[src/rtl/game_timer_if.sv]
// Signal bundle between the game state machine (master) and game_timer (slave).
// add_time_pulse is only present when BONUS_TIME_EN is defined.
interface game_timer_if;
   logic       game_on;
   logic       pause;
`ifdef BONUS_TIME_EN
   logic       add_time_pulse;
`endif
   logic       one_sec_pulse;
   logic       timer_ended;
   logic       warning;
   logic [3:0] minutes;
   logic [3:0] sec_tens;
   logic [3:0] sec_ones;

`ifdef BONUS_TIME_EN
   modport master (output game_on, pause, add_time_pulse,
                   input  one_sec_pulse, timer_ended, warning, minutes, sec_tens, sec_ones);
   modport slave  (input  game_on, pause, add_time_pulse,
                   output one_sec_pulse, timer_ended, warning, minutes, sec_tens, sec_ones);
`else
   modport master (output game_on, pause,
                   input  one_sec_pulse, timer_ended, warning, minutes, sec_tens, sec_ones);
   modport slave  (input  game_on, pause,
                   output one_sec_pulse, timer_ended, warning, minutes, sec_tens, sec_ones);
`endif
endinterface

[src/rtl/game_timer.sv]
// Round timer: free-running 1 s prescaler plus a BCD m:ss countdown with pause and end hold.
// Optional macro BONUS_TIME_EN adds a saturating bonus-seconds adder on add_time_pulse.
module game_timer #(
   parameter int CLK_FREQ      = 31500000,
   parameter int START_SECONDS = 180,
   parameter int WARN_SECONDS  = 10,
   parameter int BONUS_SECONDS = 15
) (
   input  logic        clk,
   input  logic        resetN,
   game_timer_if.slave bus
);
   localparam int              CNT_W     = (CLK_FREQ > 1) ? $clog2(CLK_FREQ) : 1;
   localparam logic [CNT_W-1:0] CNT_MAX  = CNT_W'(CLK_FREQ - 1);
   localparam logic [11:0]     START_BCD = {4'(START_SECONDS / 60),
                                            4'((START_SECONDS % 60) / 10),
                                            4'(START_SECONDS % 10)};

   typedef enum logic [1:0] {IDLE, RUNNING, PAUSED, ENDED} state_t;

   state_t           state_reg, state_next;
   logic [CNT_W-1:0] presc_reg;
   logic             pulse_reg;
   logic             game_on_d_reg;
   logic             ended_reg, ended_next;
   logic             warning_reg, warning_next;
   logic [11:0]      digits_reg, digits_next;

   logic        tick, rise, bonus_now, hit_zero;
   logic [9:0]  rem_secs;
   logic [11:0] dec_val;

   // Borrowing BCD decrement of {minutes, tens, ones}.
   function automatic logic [11:0] bcd_dec(input logic [11:0] v);
      logic [3:0] m, t, o;
      {m, t, o} = v;
      if (o != 4'd0) begin
         o = o - 4'd1;
      end else begin
         o = 4'd9;
         if (t != 4'd0) begin
            t = t - 4'd1;
         end else begin
            t = 4'd5;
            m = m - 4'd1;
         end
      end
      return {m, t, o};
   endfunction

   assign tick     = (presc_reg == CNT_MAX);
   assign rise     = bus.game_on & ~game_on_d_reg;
   assign dec_val  = bcd_dec(digits_reg);
   assign rem_secs = 10'(digits_reg[11:8]) * 10'd60 + 10'(digits_reg[7:4]) * 10'd10
                   + 10'(digits_reg[3:0]);

`ifdef BONUS_TIME_EN
   logic [10:0] add_sum;
   logic [11:0] add_plain, add_dec;

   function automatic logic [9:0] sat599(input logic [10:0] s);
      return (s > 11'd599) ? 10'd599 : s[9:0];
   endfunction

   function automatic logic [11:0] to_bcd(input logic [9:0] s);
      logic [3:0] mm, tt;
      logic [9:0] r;
      mm = 4'(s / 10'd60);
      r  = s - 10'(mm) * 10'd60;
      tt = 4'(r / 10'd10);
      return {mm, tt, 4'(r - 10'(tt) * 10'd10)};
   endfunction

   assign bonus_now = bus.add_time_pulse;
   assign add_sum   = 11'(rem_secs) + 11'(BONUS_SECONDS);
   assign add_plain = to_bcd(sat599(add_sum));
   // A bonus landing on a tick also absorbs that tick's decrement.
   assign add_dec   = to_bcd(sat599(add_sum - 11'd1));
`else
   assign bonus_now = 1'b0;
`endif

   assign hit_zero = (state_reg == RUNNING) && bus.game_on && !bus.pause && tick
                   && !bonus_now && (dec_val == 12'h000);

   always_ff @(posedge clk or negedge resetN) begin
      if (!resetN) begin
         state_reg     <= IDLE;
         presc_reg     <= '0;
         pulse_reg     <= 1'b0;
         game_on_d_reg <= 1'b0;
         ended_reg     <= 1'b0;
         warning_reg   <= 1'b0;
         digits_reg    <= 12'h000;
      end else begin
         state_reg     <= state_next;
         presc_reg     <= tick ? '0 : presc_reg + 1'b1;
         pulse_reg     <= tick;
         game_on_d_reg <= bus.game_on;
         ended_reg     <= ended_next;
         warning_reg   <= warning_next;
         digits_reg    <= digits_next;
      end
   end

   always_comb begin
      state_next = state_reg;
      case (state_reg)
         IDLE:    if (rise) state_next = RUNNING;
         RUNNING: begin
            if (!bus.game_on)  state_next = IDLE;
            else if (bus.pause) state_next = PAUSED;
            else if (hit_zero)  state_next = ENDED;
         end
         PAUSED: begin
            if (!bus.game_on)   state_next = IDLE;
            else if (!bus.pause) state_next = RUNNING;
         end
         ENDED:   if (!bus.game_on) state_next = IDLE;
         default: state_next = IDLE;
      endcase
   end

   always_comb begin
      digits_next  = digits_reg;
      ended_next   = ended_reg;
      warning_next = ((state_reg == RUNNING) || (state_reg == PAUSED))
                   && (rem_secs != 10'd0) && (rem_secs <= 10'(WARN_SECONDS));
      case (state_reg)
         IDLE: begin
            if (rise) begin
               digits_next = START_BCD;
               ended_next  = 1'b0;
            end
         end
         RUNNING: begin
            if (bus.game_on && !bus.pause && tick) digits_next = dec_val;
            if (hit_zero) ended_next = 1'b1;
         end
         ENDED:   if (!bus.game_on) ended_next = 1'b0;
         default: ;
      endcase
`ifdef BONUS_TIME_EN
      if (bonus_now && bus.game_on && ((state_reg == RUNNING) || (state_reg == PAUSED)))
         digits_next = ((state_reg == RUNNING) && !bus.pause && tick) ? add_dec : add_plain;
`endif
   end

   assign bus.one_sec_pulse = pulse_reg;
   assign bus.timer_ended   = ended_reg;
   assign bus.warning       = warning_reg;
   assign bus.minutes       = digits_reg[11:8];
   assign bus.sec_tens      = digits_reg[7:4];
   assign bus.sec_ones      = digits_reg[3:0];
endmodule
[src/flat_wrapper.sv]
// flat-port wrapper written by rule: the top's interface ports become plain ports
module game_timer_flat 
#(
   parameter int CLK_FREQ      = 31500000,
   parameter int START_SECONDS = 180,
   parameter int WARN_SECONDS  = 10,
   parameter int BONUS_SECONDS = 15
)
  (clk, resetN, bus_game_on, bus_pause, bus_one_sec_pulse, bus_timer_ended, bus_warning, bus_minutes, bus_sec_tens, bus_sec_ones);
  game_timer_if bus_i ();
  input  logic clk;
  input  logic resetN;
  input wire logic [$bits(bus_i.game_on)-1:0] bus_game_on;
  input wire logic [$bits(bus_i.pause)-1:0] bus_pause;
  output wire logic [$bits(bus_i.one_sec_pulse)-1:0] bus_one_sec_pulse;
  output wire logic [$bits(bus_i.timer_ended)-1:0] bus_timer_ended;
  output wire logic [$bits(bus_i.warning)-1:0] bus_warning;
  output wire logic [$bits(bus_i.minutes)-1:0] bus_minutes;
  output wire logic [$bits(bus_i.sec_tens)-1:0] bus_sec_tens;
  output wire logic [$bits(bus_i.sec_ones)-1:0] bus_sec_ones;
  assign bus_i.game_on = bus_game_on;
  assign bus_i.pause = bus_pause;
  assign bus_one_sec_pulse = bus_i.one_sec_pulse;
  assign bus_timer_ended = bus_i.timer_ended;
  assign bus_warning = bus_i.warning;
  assign bus_minutes = bus_i.minutes;
  assign bus_sec_tens = bus_i.sec_tens;
  assign bus_sec_ones = bus_i.sec_ones;
  game_timer #(.CLK_FREQ(CLK_FREQ), .START_SECONDS(START_SECONDS), .WARN_SECONDS(WARN_SECONDS), .BONUS_SECONDS(BONUS_SECONDS)) u_core (.clk(clk), .resetN(resetN), .bus(bus_i));
endmodule
[config.mk]
export PLATFORM = sky130hd
export DESIGN_NAME = game_timer_flat
export DESIGN_NICKNAME = d
export VERILOG_FILES = /design/src/rtl/game_timer_if.sv /design/src/rtl/game_timer.sv /design/src/flat_wrapper.sv
export SDC_FILE = /design/constraint.sdc
export NUM_CORES = 1
export LEC_CHECK = 0
export ABC_AREA = 0
export BUFFER_PORTS_ARGS = -buffer_cell sky130_fd_sc_hd__buf_4
export CAP_MARGIN = 20
export CORE_MARGIN = 1
export CORE_UTILIZATION = 30
export DETAILED_ROUTE_END_ITERATION = 10
export PLACE_DENSITY_LB_ADDON = 0.12
export SLEW_MARGIN = 5
export SYNTH_ARGS = -nofsm -noshare
export SYNTH_HDL_FRONTEND = slang
export SYNTH_SLANG_ARGS = --single-unit
[constraint.sdc]
create_clock -name clk -period 4.65 [get_ports clk]
set_clock_uncertainty 0.05 [all_clocks]
set_input_delay 0.2325 -clock clk [delete_from_list [all_inputs] [get_ports clk]]
set_output_delay 0.2325 -clock clk [all_outputs]
set_load 0.1 [all_outputs]
==> qor.txt <==
outcome: finished, final reports clean
Final #Nets: 430
Yosys warnings: 0
drt wl/cell: 14.4 um
Setup Buffers After CTS: 0
vias: 2667
initial antenna violation count: 0
Crit Reg-Reg Endpoint: u_core.bus.warning
Slew Viols, Final: 0
Synth Net Count: 410
flops & latches, synth: 43
RSZ-0062 raised after global routing: false
final HPWL from detailed placement: 5500 um
leakage power: 0.00171 uW
DRT Wirelength: 7520 um
Root Driver: clkbuf_16
Hold Crit Start: bus_game_on
post-synth top area share: 31.5%
GPL Wtd Cong: 0.776
commonest register cell after synthesis: dfrtp_1
largest net degree at the start of global routing: 44
Syn Inst Count: 361
GR Layer Usage met1: 17.7%
Sink Count: 43
final hold violation count: 0
Critical Path Start Type: register
Synth area leaders: dfrtp_1, ha_1, xnor2_1
worst path cell trace: fa_1, inv_1, fa_1, inv_1, ha_1, a21o_1, a21oi_1, xnor2_1, ha_1, ha_1, nand3_1, o211ai_1, and2_1, o21ai_0, a2111oi_1
first-pass GRT wire length: 12700 um
RR Startpoint: u_core.digits_reg[8]
DRT iter0 DRCs: 146
GR Util met2: 23.9%
number of distinct library cells after synthesis: 61
Layout area overhead: 12.6%
fraction of registers with async set/reset: 100%
Slew @ Worst Pin: 1.03 ns
Die Span X: 109 um
initial cell density of the core: 31.1%
minimum clock period: 4.29 ns
Worst Hold Depth: 1
Power Density: 380 mW/mm2
Die Y: 109 um
Row Count: 38
max_slew headroom: 31.0%
Max Cap Viol: 0
die area: 0.0118 mm2
reg2reg setup slack: 0.36 ns
Peak VDD IR: 0.000250 V
Worst Path Required: 4.77 ns
CTS tree: built
worst hold endpoint: u_core.game_on_d_reg
Largest register FFs: 25
core area: 0.0110 mm2
critical path's slowest cell: fa_1
largest stage delay on the critical path: 0.59 ns
DRC violations left: 0
Clock Latency Late Sink: 0.29 ns
# diodes: 0
critical path type: register to register
Pre-antenna DRT Iters: 4
FMAX: 233 MHz
CTS max path bufs: 2
Post-Route Setup TNS: 0 ns
syn avg cell area: 9.47 um2
Synth area leader: dfrtp_1
ratio of cells with drive above 1 in the final layout: 10.7%
Buf+Inv Stages, Crit Path: 2
vias in the first global route: 2565
placed cell areas: 0.00366 mm2
CP top delay family: adder cells
Post-Syn Area: 0.00342 mm2
post-synthesis sequential area ratio: 31.5%
CP most frequent cell: ha_1
CTS Buf Count: 5
H-tree depth reported by CTS: 2
Post-synth EDFFs: 0
io pins: 19
number of port buffers: 18
gr ovfl total: 0
grt met3 use: 2.69%
min-delay worst type: input pin to register
CP Max Fanout: 9
gr usage total: 13.9%
Vias/cell: 5.11
Antenna Nets Post-Route: 0
CTS clock-pin slew for the worst setup and hold paths: 0.07 ns
CP endpoint kind: register
crit share post-route: 92.2%
cells on worst reg2reg path: 15
CP arrival: 4.40 ns
Setup-failing EPs final: 0
fin area: 0.00385 mm2
gr busiest metal: met2
## how the worst max path moves through the flow
stage	depth (start not counted)	startpoint	to
after floorplan	15	u_core.digits_reg[8]	u_core.bus.warning
after global placement	15	u_core.digits_reg[8]	u_core.bus.warning
after detailed placement	15	u_core.digits_reg[8]	u_core.bus.warning
after CTS	15	u_core.digits_reg[8]	u_core.bus.warning
after global routing	15	u_core.digits_reg[8]	u_core.bus.warning
final	15	u_core.digits_reg[8]	u_core.bus.warning
## area by class of cell
type	instances	area, um2
fillers	1119	7130
multi-input cells	278	2150
flip-flops and latches	43	1080
well taps	140	175
repair buffers	21	158
clock buffers	6	139
inverters	32	120
clock inverters	2	35.0
## layer usage
layer  up-vias  part of all wire [%]
met3         8                   2.3
met5         -                     0
li1       1333                     -
met2        31                    47
met1      1295                    50
met4         0                  0.97
## worst reg2reg max path: cells and delay by family, from the launching register on
kind | cells | cell delay, ns
xor gates and xnor gates | 1 | 0.14
AOI/OAI and AO/OA | 5 | 1.05
adders and majority gates | 5 | 2.04
DFF | 1 | 0.49
and+or+nand+nor | 2 | 0.27
buffers and inverters | 2 | 0.11
## cell usage in the layout, fill, tap and decap left out, types with 3 or more instances in the layout
| master | count |
|---|---|
| fa_1 | 9 |
| o211ai_1 | 3 |
| buf_4 | 19 |
| a21boi_0 | 3 |
| nor3_1 | 7 |
| a211oi_1 | 3 |
| or3_1 | 4 |
| ha_1 | 36 |
| o21a_1 | 3 |
| clkbuf_16 | 5 |
| dfrtp_1 | 43 |
| xnor2_1 | 21 |
| nor4_1 | 8 |
| mux2i_1 | 4 |
| a21o_1 | 5 |
| o21ai_0 | 15 |
| a21oi_1 | 13 |
| xor2_1 | 8 |
| a22oi_1 | 3 |
| nand3_1 | 17 |
| nor2_1 | 35 |
| nand4_1 | 14 |
| inv_1 | 32 |
| nand2_1 | 20 |
## synth_stat cells, types with 3 or more instances
cell      number
o21ai_0       15
nor3_1         7
or3_1          4
nand2_1       20
a21o_1         5
buf_6          4
xor2_1         8
fa_1           9
ha_1          36
dfrtp_1       43
nor4_1         8
nand3_1       17
o211ai_1       3
a21boi_0       3
nand4_1       14
inv_1         32
a22oi_1        3
mux2i_1        4
a21oi_1       13
o21a_1         3
a211oi_1       3
nor2_1        35
xnor2_1       21
## through the flow
step | std cells | hold WS, ns | utilization (%) | power, uW | setup slack (ns)
floorplan | 361 | -0.113 | - | 934 | 0.179
global placement | 512 | 0.238 | 33.3 | 1050 | 0.440
detailed placement | 513 | 0.241 | 33.4 | 1040 | 0.318
CTS | 522 | 0.0497 | 35.0 | 1480 | 0.298
global route | 522 | 0.0515 | 35.0 | 1560 | 0.0437
finish | 522 | 0.0585 | 35.0 | 1460 | 0.364
## repair_timing
item / in CTS / in global routing
gates resized for setup: 0 / 1
setup endpoints to repair: 0 / 1
hold buffers: 1 / 0
endpoints found under the hold margin: 43 / 0
## cells by family after synthesis
group / share of synthesized area, %
xor gates and xnor gates: 7.43
DFF: 31.5
AOI/OAI and AO/OA: 13.9
adders and majority gates: 18.4
muxes: 1.17
and+or+nand+nor: 21.7
buffers and inverters: 5.78
## where the power goes
group	leakage, uW	switching, uW	internal [uW]	total, uW
logic	0.00106	383	207	591
registers	0.000561	50.7	396	447
clock network	0.0000868	159	268	426
total	0.00171	593	871	1460
Note: power is estimated with default switching activity, not from simulation.
